==> config.mk <==
export PLATFORM = sky130hd
export DESIGN_NAME = spi_sprite_sequencer
export DESIGN_NICKNAME = d
export VERILOG_FILES = /design/src/rtl/spi_sprite_sequencer.sv
export SDC_FILE = /design/constraint.sdc
export NUM_CORES = 1
export LEC_CHECK = 0
export ABC_AREA = 1
export ABC_CLOCK_PERIOD_IN_PS = 7150
export BUFFER_PORTS_ARGS = -buffer_cell sky130_fd_sc_hd__buf_4
export CAP_MARGIN = 20
export CELL_PAD_IN_SITES_DETAIL_PLACEMENT = 1
export CELL_PAD_IN_SITES_GLOBAL_PLACEMENT = 1
export CORE_MARGIN = 2
export CORE_UTILIZATION = 50
export DETAILED_ROUTE_END_ITERATION = 12
export GPL_TIMING_DRIVEN = 0
export PLACE_DENSITY = 0.89
export SLEW_MARGIN = 20
export SYNTH_ARGS = -nofsm -noshare
export SYNTH_HDL_FRONTEND = slang
export SYNTH_SLANG_ARGS = --single-unit
==> constraint.sdc <==
create_clock -name clock -period 7.15 [get_ports clock]
set_clock_uncertainty 0.05 [all_clocks]
set_input_delay 1.43 -clock clock [delete_from_list [all_inputs] [get_ports clock]]
set_output_delay 1.43 -clock clock [all_outputs]
set_load 0.01 [all_outputs]
==> src/rtl/spi_sprite_sequencer.sv <==
// Turns the parsed SPI byte stream into sprite RAM writes (SAVE_SPRITE) and
// queued draw requests (DRAW_SPRITE) for the renderer.
module spi_sprite_sequencer #(
    parameter int unsigned NUM_SPRITES    = 16,
    parameter int unsigned PIX_PER_SPRITE = 512,
    parameter int unsigned FIFO_DEPTH     = 4,
    parameter logic [7:0]  CMD_SAVE       = 8'h01,
    parameter logic [7:0]  CMD_DRAW       = 8'h02,
    localparam int unsigned SID_W = $clog2(NUM_SPRITES),
    localparam int unsigned PIX_W = $clog2(PIX_PER_SPRITE)
) (
    input  logic                   clock,
    input  logic                   reset,
    input  logic                   abort,
    input  logic                   rx_valid,
    input  logic [7:0]             rx_command,
    input  logic [7:0]             rx_data,
    input  logic [15:0]            rx_index,
    output logic                   spr_we,
    output logic [SID_W+PIX_W-1:0] spr_addr,
    output logic [7:0]             spr_wdata,
    output logic                   draw_valid,
    input  logic                   draw_ready,
    output logic [SID_W-1:0]       draw_sprite,
    output logic [15:0]            draw_x,
    output logic [15:0]            draw_y,
    output logic [7:0]             draw_flags,
    output logic                   err_bad_id,
    output logic                   err_proto,
    output logic                   err_overflow,
    input  logic                   clr_err
);

    localparam int unsigned AW    = $clog2(FIFO_DEPTH);
    localparam int unsigned CNT_W = AW + 1;
    localparam logic [15:0] LAST_PIX_IDX = 16'(PIX_PER_SPRITE + 1);

    typedef enum logic [1:0] {S_IDLE, S_SAVE_ID, S_SAVE_PIX, S_DRAW} state_t;

    typedef struct packed {
        logic [SID_W-1:0] sid;
        logic [15:0]      x;
        logic [15:0]      y;
        logic [7:0]       flags;
    } req_t;

    state_t                   state_q, state_d;
    logic [15:0]              exp_q, exp_d;
    logic [SID_W-1:0]         sid_q, sid_d;
    logic                     bad_q, bad_d;
    logic [15:0]              dx_q, dx_d, dy_q, dy_d;
    logic                     spr_we_q, spr_we_d;
    logic [SID_W+PIX_W-1:0]   spr_addr_q, spr_addr_d;
    logic [7:0]               spr_wdata_q, spr_wdata_d;
    logic                     push_q, push_d;
    req_t                     ent_q, ent_d;
    logic                     err_bad_q, err_proto_q, err_ovf_q;
    logic                     set_bad, set_proto, set_ovf;
    logic                     id_oob;
    logic [PIX_W-1:0]         pix_off;

    req_t                     mem [FIFO_DEPTH];
    logic [AW-1:0]            rd_q, wr_q;
    logic [CNT_W-1:0]         cnt_q, cnt_d;
    logic                     full, pop, push_ok;
    req_t                     head;

    assign id_oob  = {1'b0, rx_data} >= 9'(NUM_SPRITES);
    assign pix_off = PIX_W'(rx_index - 16'd2);

    always_comb begin
        state_d     = state_q;
        exp_d       = exp_q;
        sid_d       = sid_q;
        bad_d       = bad_q;
        dx_d        = dx_q;
        dy_d        = dy_q;
        spr_we_d    = 1'b0;
        spr_addr_d  = spr_addr_q;
        spr_wdata_d = spr_wdata_q;
        push_d      = 1'b0;
        ent_d       = ent_q;
        set_bad     = 1'b0;
        set_proto   = 1'b0;
        if (abort) begin
            state_d = S_IDLE;
        end else if (rx_valid) begin
            if (rx_index == 16'd0) begin
                exp_d = 16'd1;
                if (rx_command == CMD_SAVE)      state_d = S_SAVE_ID;
                else if (rx_command == CMD_DRAW) state_d = S_DRAW;
                else                             state_d = S_IDLE;
            end else if (state_q == S_IDLE || rx_index != exp_q) begin
                set_proto = 1'b1;
                state_d   = S_IDLE;
            end else begin
                exp_d = exp_q + 16'd1;
                case (state_q)
                    S_SAVE_ID: begin
                        sid_d   = rx_data[SID_W-1:0];
                        bad_d   = id_oob;
                        set_bad = id_oob;
                        state_d = S_SAVE_PIX;
                    end
                    S_SAVE_PIX: begin
                        // Out-of-range sprite ids still consume their pixels, silently.
                        if (!bad_q) begin
                            spr_we_d    = 1'b1;
                            spr_addr_d  = {sid_q, pix_off};
                            spr_wdata_d = rx_data;
                        end
                        if (rx_index == LAST_PIX_IDX) state_d = S_IDLE;
                    end
                    S_DRAW: begin
                        case (rx_index)
                            16'd1: begin
                                sid_d = rx_data[SID_W-1:0];
                                bad_d = id_oob;
                            end
                            16'd2: dx_d[15:8] = rx_data;
                            16'd3: dx_d[7:0]  = rx_data;
                            16'd4: dy_d[15:8] = rx_data;
                            16'd5: dy_d[7:0]  = rx_data;
                            16'd6: begin
                                if (bad_q) begin
                                    set_bad = 1'b1;
                                end else begin
                                    push_d = 1'b1;
                                    ent_d  = '{sid: sid_q, x: dx_q, y: dy_q, flags: rx_data};
                                end
                                state_d = S_IDLE;
                            end
                            default: state_d = S_IDLE;
                        endcase
                    end
                    default: state_d = S_IDLE;
                endcase
            end
        end
    end

    always_ff @(posedge clock) begin
        if (reset) begin
            state_q     <= S_IDLE;
            exp_q       <= '0;
            sid_q       <= '0;
            bad_q       <= 1'b0;
            dx_q        <= '0;
            dy_q        <= '0;
            spr_we_q    <= 1'b0;
            spr_addr_q  <= '0;
            spr_wdata_q <= '0;
            push_q      <= 1'b0;
            ent_q       <= '0;
            err_bad_q   <= 1'b0;
            err_proto_q <= 1'b0;
            err_ovf_q   <= 1'b0;
        end else begin
            state_q     <= state_d;
            exp_q       <= exp_d;
            sid_q       <= sid_d;
            bad_q       <= bad_d;
            dx_q        <= dx_d;
            dy_q        <= dy_d;
            spr_we_q    <= spr_we_d;
            spr_addr_q  <= spr_addr_d;
            spr_wdata_q <= spr_wdata_d;
            push_q      <= push_d;
            ent_q       <= ent_d;
            err_bad_q   <= (err_bad_q   & ~clr_err) | set_bad;
            err_proto_q <= (err_proto_q & ~clr_err) | set_proto;
            err_ovf_q   <= (err_ovf_q   & ~clr_err) | set_ovf;
        end
    end

    // Draw FIFO: a pop in the same cycle frees the slot for a push into a full queue.
    assign full    = cnt_q == CNT_W'(FIFO_DEPTH);
    assign pop     = (cnt_q != '0) && draw_ready;
    assign push_ok = push_q && (!full || pop);
    assign set_ovf = push_q && full && !pop;

    always_comb begin
        cnt_d = cnt_q;
        if (push_ok && !pop)      cnt_d = cnt_q + CNT_W'(1);
        else if (!push_ok && pop) cnt_d = cnt_q - CNT_W'(1);
    end

    always_ff @(posedge clock) begin
        if (reset) begin
            rd_q  <= '0;
            wr_q  <= '0;
            cnt_q <= '0;
        end else begin
            cnt_q <= cnt_d;
            if (push_ok) wr_q <= wr_q + AW'(1);
            if (pop)     rd_q <= rd_q + AW'(1);
        end
    end

    always_ff @(posedge clock) begin
        if (!reset && push_ok) mem[wr_q] <= ent_q;
    end

    assign head        = mem[rd_q];
    assign draw_valid  = cnt_q != '0;
    assign draw_sprite = draw_valid ? head.sid   : '0;
    assign draw_x      = draw_valid ? head.x     : '0;
    assign draw_y      = draw_valid ? head.y     : '0;
    assign draw_flags  = draw_valid ? head.flags : '0;

    assign spr_we       = spr_we_q;
    assign spr_addr     = spr_addr_q;
    assign spr_wdata    = spr_wdata_q;
    assign err_bad_id   = err_bad_q;
    assign err_proto    = err_proto_q;
    assign err_overflow = err_ovf_q;

endmodule

==> Word-level counts from Yosys, hierarchy flattened <==
Memory sizes are Yosys's and may differ from the RTL's. A register that Yosys moved wholly into a read port is not among the register bits.
Index checks and enable logic that the tools add are counted.
{ "totals": {"elab_cells": 129, "ram_bits": 176, "out_inout_bits": 70, "reg_bits": 132, "memories": 1} }
{ "classes": {"eq_ne": 18, "add_sub_neg": 6, "n_bitwise": 15, "n_reduce_logical": 31, "n_lt_le_gt_ge": 1, "mux": 35} }
{ "mem_list": {"columns": ["memory", "words", "width", "rd", "rd_ports_with_merged_regs", "wr", "line_no", "rtl"], "rows": [
  ["mem", 4, 44, 1, 1, 1, "62", "req_t mem [FIFO_DEPTH];"]
]} }
{ "op_table": {"columns": ["cell", "count"], "rows": [
  ["16-bit 2-to-1 mux", 4],
  ["16-bit by 3-bit equality test with 1-bit output (second input constant)", 3],
  ["6-bit AND reduction", 6],
  ["16-bit by 2-bit equality test with 1-bit output (second input constant)", 2],
  ["16-bit by 1-bit adder with 16-bit output (second input constant)", 1],
  ["16-bit by 1-bit equality test with 1-bit output (second input constant)", 1],
  ["16-bit by 10-bit equality test with 1-bit output (second input constant)", 1],
  ["16-bit zero test", 1],
  ["2-bit 2-to-1 mux", 8],
  ["16-bit != test", 1],
  ["1-bit 2-to-1 mux", 14],
  ["1-bit NOT", 9],
  ["9-bit by 2-bit subtractor with 9-bit output (second input constant)", 1],
  ["8-bit by 1-bit equality test with 1-bit output (second input constant)", 1],
  ["8-bit by 2-bit equality test with 1-bit output (second input constant)", 1],
  ["8-bit by 5-bit >= comparator with 1-bit output (second input constant)", 1],
  ["4-bit 2-to-1 mux", 2],
  ["8-bit 2-to-1 mux", 1],
  ["4-bit != test (second input constant)", 2],
  ["4-bit one-hot mux with 2 select lines", 1],
  ["1-bit logical AND", 7],
  ["7-bit AND reduction", 1],
  ["7-bit OR reduction", 1],
  ["3-bit 2-to-1 mux", 2],
  ["21 further kinds", 34]
]} }

==> Depth between registers and ports, before layout <==
{ "logic_depth": {"ltp_word": 8, "depth_mapped": 15, "mapped_depth_nobuf": 14} }

==> Worst setup path before layout <==
OpenSTA, ideal clock, no wires.
{ "synth_timing": {"path_type": "input to register", "from": "input reset", "to": "memory mem[0][0] (netlist name) (enable)", "t_arrival_ns": 3.862, "path_stages": 5, "t_required_ns": 6.654, "path_slack_ns": 2.793, "path_cell_list": "clkbuf_1 > inv_1 > buf_1 > nand2_1 > nor2_1"} }
{ "synth_via": {"elab_chain_len": 4} }
{ "synth_lines": {"columns": ["item", "line_no", "rtl"], "rows": [
  ["start, declared", "13", "input logic reset,"],
  ["1-bit zero test", "201", "if (!reset && push_ok) mem[wr_q] <= ent_q;"],
  ["1-bit logical AND", "201", null],
  ["1-bit 2-to-1 mux", "201", null],
  ["1-bit 2-to-1 mux (implied by the code)", "201", null],
  ["end, declared", "62", null]
]} }
No other way between the ends.

==> results by group <==
Drt
  • Routed WL: 44710 µm
  • Drt pass-1 iters: 5
  • # DRC: 0
  • Final ANT Viol Nets: 0
  • Via density: 6.003
  • Vias: 11760
  • Routed wire per std cell: 22.82 µm
  • Initial drt markers: 964

Synthesis
  • Ranking of synthesized cells by area: edfxtp_1 40%, dfxtp_1 20%, nor2_1 7.3%
  • Post-synth EDFFs: 176
  • Ys flop type: edfxtp_1
  • Post-Syn Nets: 1503
  • Yosys top cell by area: edfxtp_1
  • Yosys top cell area share: 0.3979
  • Syn. warnings: 0
  • Per-instance average area after synthesis: 9.116 µm²
  • Share of flip-flops with an asynchronous set or reset: 0
  • Synth cell types: 31
  • Post-synthesis sequential area ratio: 0.5998
  • Synth Cell Area: 13280 µm²
  • Syn Inst Count: 1457
  • Synthesized flop and latch total: 310

Global route
  • Vias in the first global route: 12440
  • Antenna violations before repair: 0
  • Largest net degree at the start of global routing: 25
  • GRT Resource Usage Total: 0.3153
  • First-pass GRT wire length: 68970 µm
  • Grt ovf: 0

STA
  • Final setup violation count: 0
  • RSZ-0062 raised after global routing: false
  • Final Hold Violating Endpoints: 0
  • Worst-margin pin slew: 951.1 ps
  • Setup_tns: 0 ps
  • Post-layout min period: 4604 ps
  • Tightest hold margin: 422.8 ps
  • Final Max Tran Viols: 0
  • Tcrit/Tclk final: 0.6440
  • Slew headroom: 0.3610
  • Max Fclk: 217.2 MHz

Worst setup path
  • CP max-delay cell: clkbuf_1
  • Slowest stage delay, CP: 560 ps
  • Critical path launch point type: register
  • CP Capture Type: primary output
  • Worst Path Arrival: 3120 ps
  • CP Cell Sequence: clkbuf_1, clkbuf_1, clkbuf_1, nor2_1, nor2_1, o21ai_0, a21oi_1, buf_4
  • Required @ worst endpoint: 5670 ps
  • Critical path class: register to primary output
  • Critical Path Most Common Cell: clkbuf_1
  • Crit path max fanout: 10
  • FF-to-FF Start: exp_q[11]$_SDFFE_PP0P_

Run
  • Max_cap viols: 0

Run status
  • Outcome: completed

Power
  • P_leak: 5.840 nW
  • Peak supply drop: 0.1916 mV
  • Pwr/cell area: 275.8 nW/µm²

Floorplanning
  • Die Area: 27890 µm²
  • Die W: 167.0 µm
  • Top Ports: 108
  • Die H: 167.0 µm
  • Floorplan core area: 26060 µm²
  • Num rows: 59
  • Initial core utilization: 0.5097

Placed design
  • Port bufs: 105
  • DP HPWL: 31000 µm
  • Gpl congestion: 0.8715
  • Inst Count DP: 1903
  • Post-DP Area: 14670 µm²

CTS
  • CTS tree: built
  • Worst-skew pair later-pin latency: 570 ps
  • H-tree depth: 1
  • CTS max path bufs: 3
  • Resized cells post-CTS: 0
  • Clock sink count: 310
  • Root Buffer: clkbuf_16
  • Cts hold-fix bufs: 0
  • Reg clk slew, reported paths: 70 ps
  • Total CTS buffers: 30
  • Postcts setup bufs: 0

Final layout
  • Filler cells: 2986
  • Area of the multi-input gates: 4628 µm²
  • Fin nets: 1646
  • Final instance area: 15690 µm²
  • Fin cells: 1959
  • Diodes inserted: 0
  • Total area of sequential cells: 7968 µm²
  • Area growth from synthesis to layout: 18.13%
  • Share of layout cells above drive strength 1: 0.1281

Hold path
  • Worst Hold Class: register to register
  • HP Start: spr_wdata[0]$_SDFFE_PP0P_
-- layer usage --
| metal | wire, µm | up-vias | track usage |
|---|---|---|---|
| li1 | - | 5298 | - |
| met1 | 17630 | 5773 | 0.3901 |
| met2 | 22620 | 537 | 0.5547 |
| met3 | 2695 | 152 | 0.04016 |
| met4 | 1770 | 0 | 0.1368 |
| met5 | 0 | - | 0 |
-- metrics by stage --
stage	utilization	power (mW)	worst slack [ps]
global placement	0.5561	2.660	1030
detailed placement	0.5630	2.701	3122
global route	0.6022	4.458	2376
floorplan	-	2.345	2793
finish	0.6022	4.327	2546
CTS	0.6022	4.319	2513
-- where the power goes --
group	switching, mW	internal [mW]	total [mW]
combinational	0.545	0.254	0.798
clock	0.685	0.958	1.64
sequential	0.0112	1.87	1.89
total	1.24	3.09	4.33
-- synth_stat cells (3+ instances only) --
cell	n
buf_2	20
nor2_4	3
nor2_1	257
a21oi_1	171
nand4_1	114
dfxtp_1	134
nand2_1	249
edfxtp_1	176
clkbuf_1	49
nand3_1	31
ha_1	7
xor2_1	14
o21ai_0	103
inv_2	7
nand3_2	3
buf_1	6
nor4_1	4
xnor2_1	3
nor3_1	12
buf_6	8
inv_1	74
-- path summary, 6_finish.rpt --
path / endpoint / cells after the start / slack [ps]
worst min register to register: spr_wdata[0]$_SDFFE_PP0P_ / 2 / 420
worst max register to register: ent_q[5]$_SDFFE_PP0P_ / 12 / 4540
worst max-delay path: draw_y[13] / 8 / 2550
worst min-delay path: spr_wdata[0]$_SDFFE_PP0P_ / 2 / 420
-- critical path: cells and delay by family (launching register included) --
| family | cells | cell delay (ps) |
|---|---|---|
| buffers and inverters | 4 | 1690 |
| AO/OA/AOI/OAI | 2 | 340 |
| flip-flops | 1 | 320 |
| AND/OR/NAND/NOR | 2 | 210 |
-- sequential cells by signal, indices dropped and copies added (netlist names), named ones only --
signal / cells
spr_we: 1
spr_wdata: 8
err_bad_id: 1
err_overflow: 1
ent_q: 44
cnt_q: 3
bad_q: 1
dx_q: 16
wr_q: 2
exp_q: 16
err_proto: 1
mem: 176
sid_q: 4
rd_q: 2
state_q: 2
push_q: 1
dy_q: 16
spr_addr: 13
-- cell usage in the layout, fill, tap and decap left out, types with 3 or more instances in the layout --
cell type	instances
a21oi_1	171
buf_1	6
buf_16	4
buf_2	20
buf_4	106
buf_6	8
bufinv_16	3
clkbuf_1	57
clkbuf_16	30
clkbuf_8	6
dfxtp_1	134
edfxtp_1	176
ha_1	7
inv_1	74
inv_2	7
nand2_1	249
nand3_1	31
nand3_2	3
nand4_1	114
nor2_1	253
nor2_4	7
nor3_1	12
nor4_1	4
o21ai_0	103
xnor2_1	3
xor2_1	14
-- cell type report --
type,instances,share of cell area
inverters,82,0.01962
multi-input cells,980,0.2950
clock inverters,9,0.008771
clock buffers,47,0.05630
plain buffers,85,0.02607
well taps,335,0.02671
repair buffers,111,0.05980
flip-flops and latches,310,0.5078
-- kinds of logic after synthesis --
group                    after synthesis  synth area share
XOR/XNOR                              17           0.01121
AND/OR/NAND/NOR                      678            0.2221
buffers and inverters                167           0.05398
flip-flops                           310            0.5998
adder cells (fa/ha/maj)                8          0.008101
AO/OA/AOI/OAI                        277            0.1047
No activity file was read; power rests on OpenSTA's default activity.
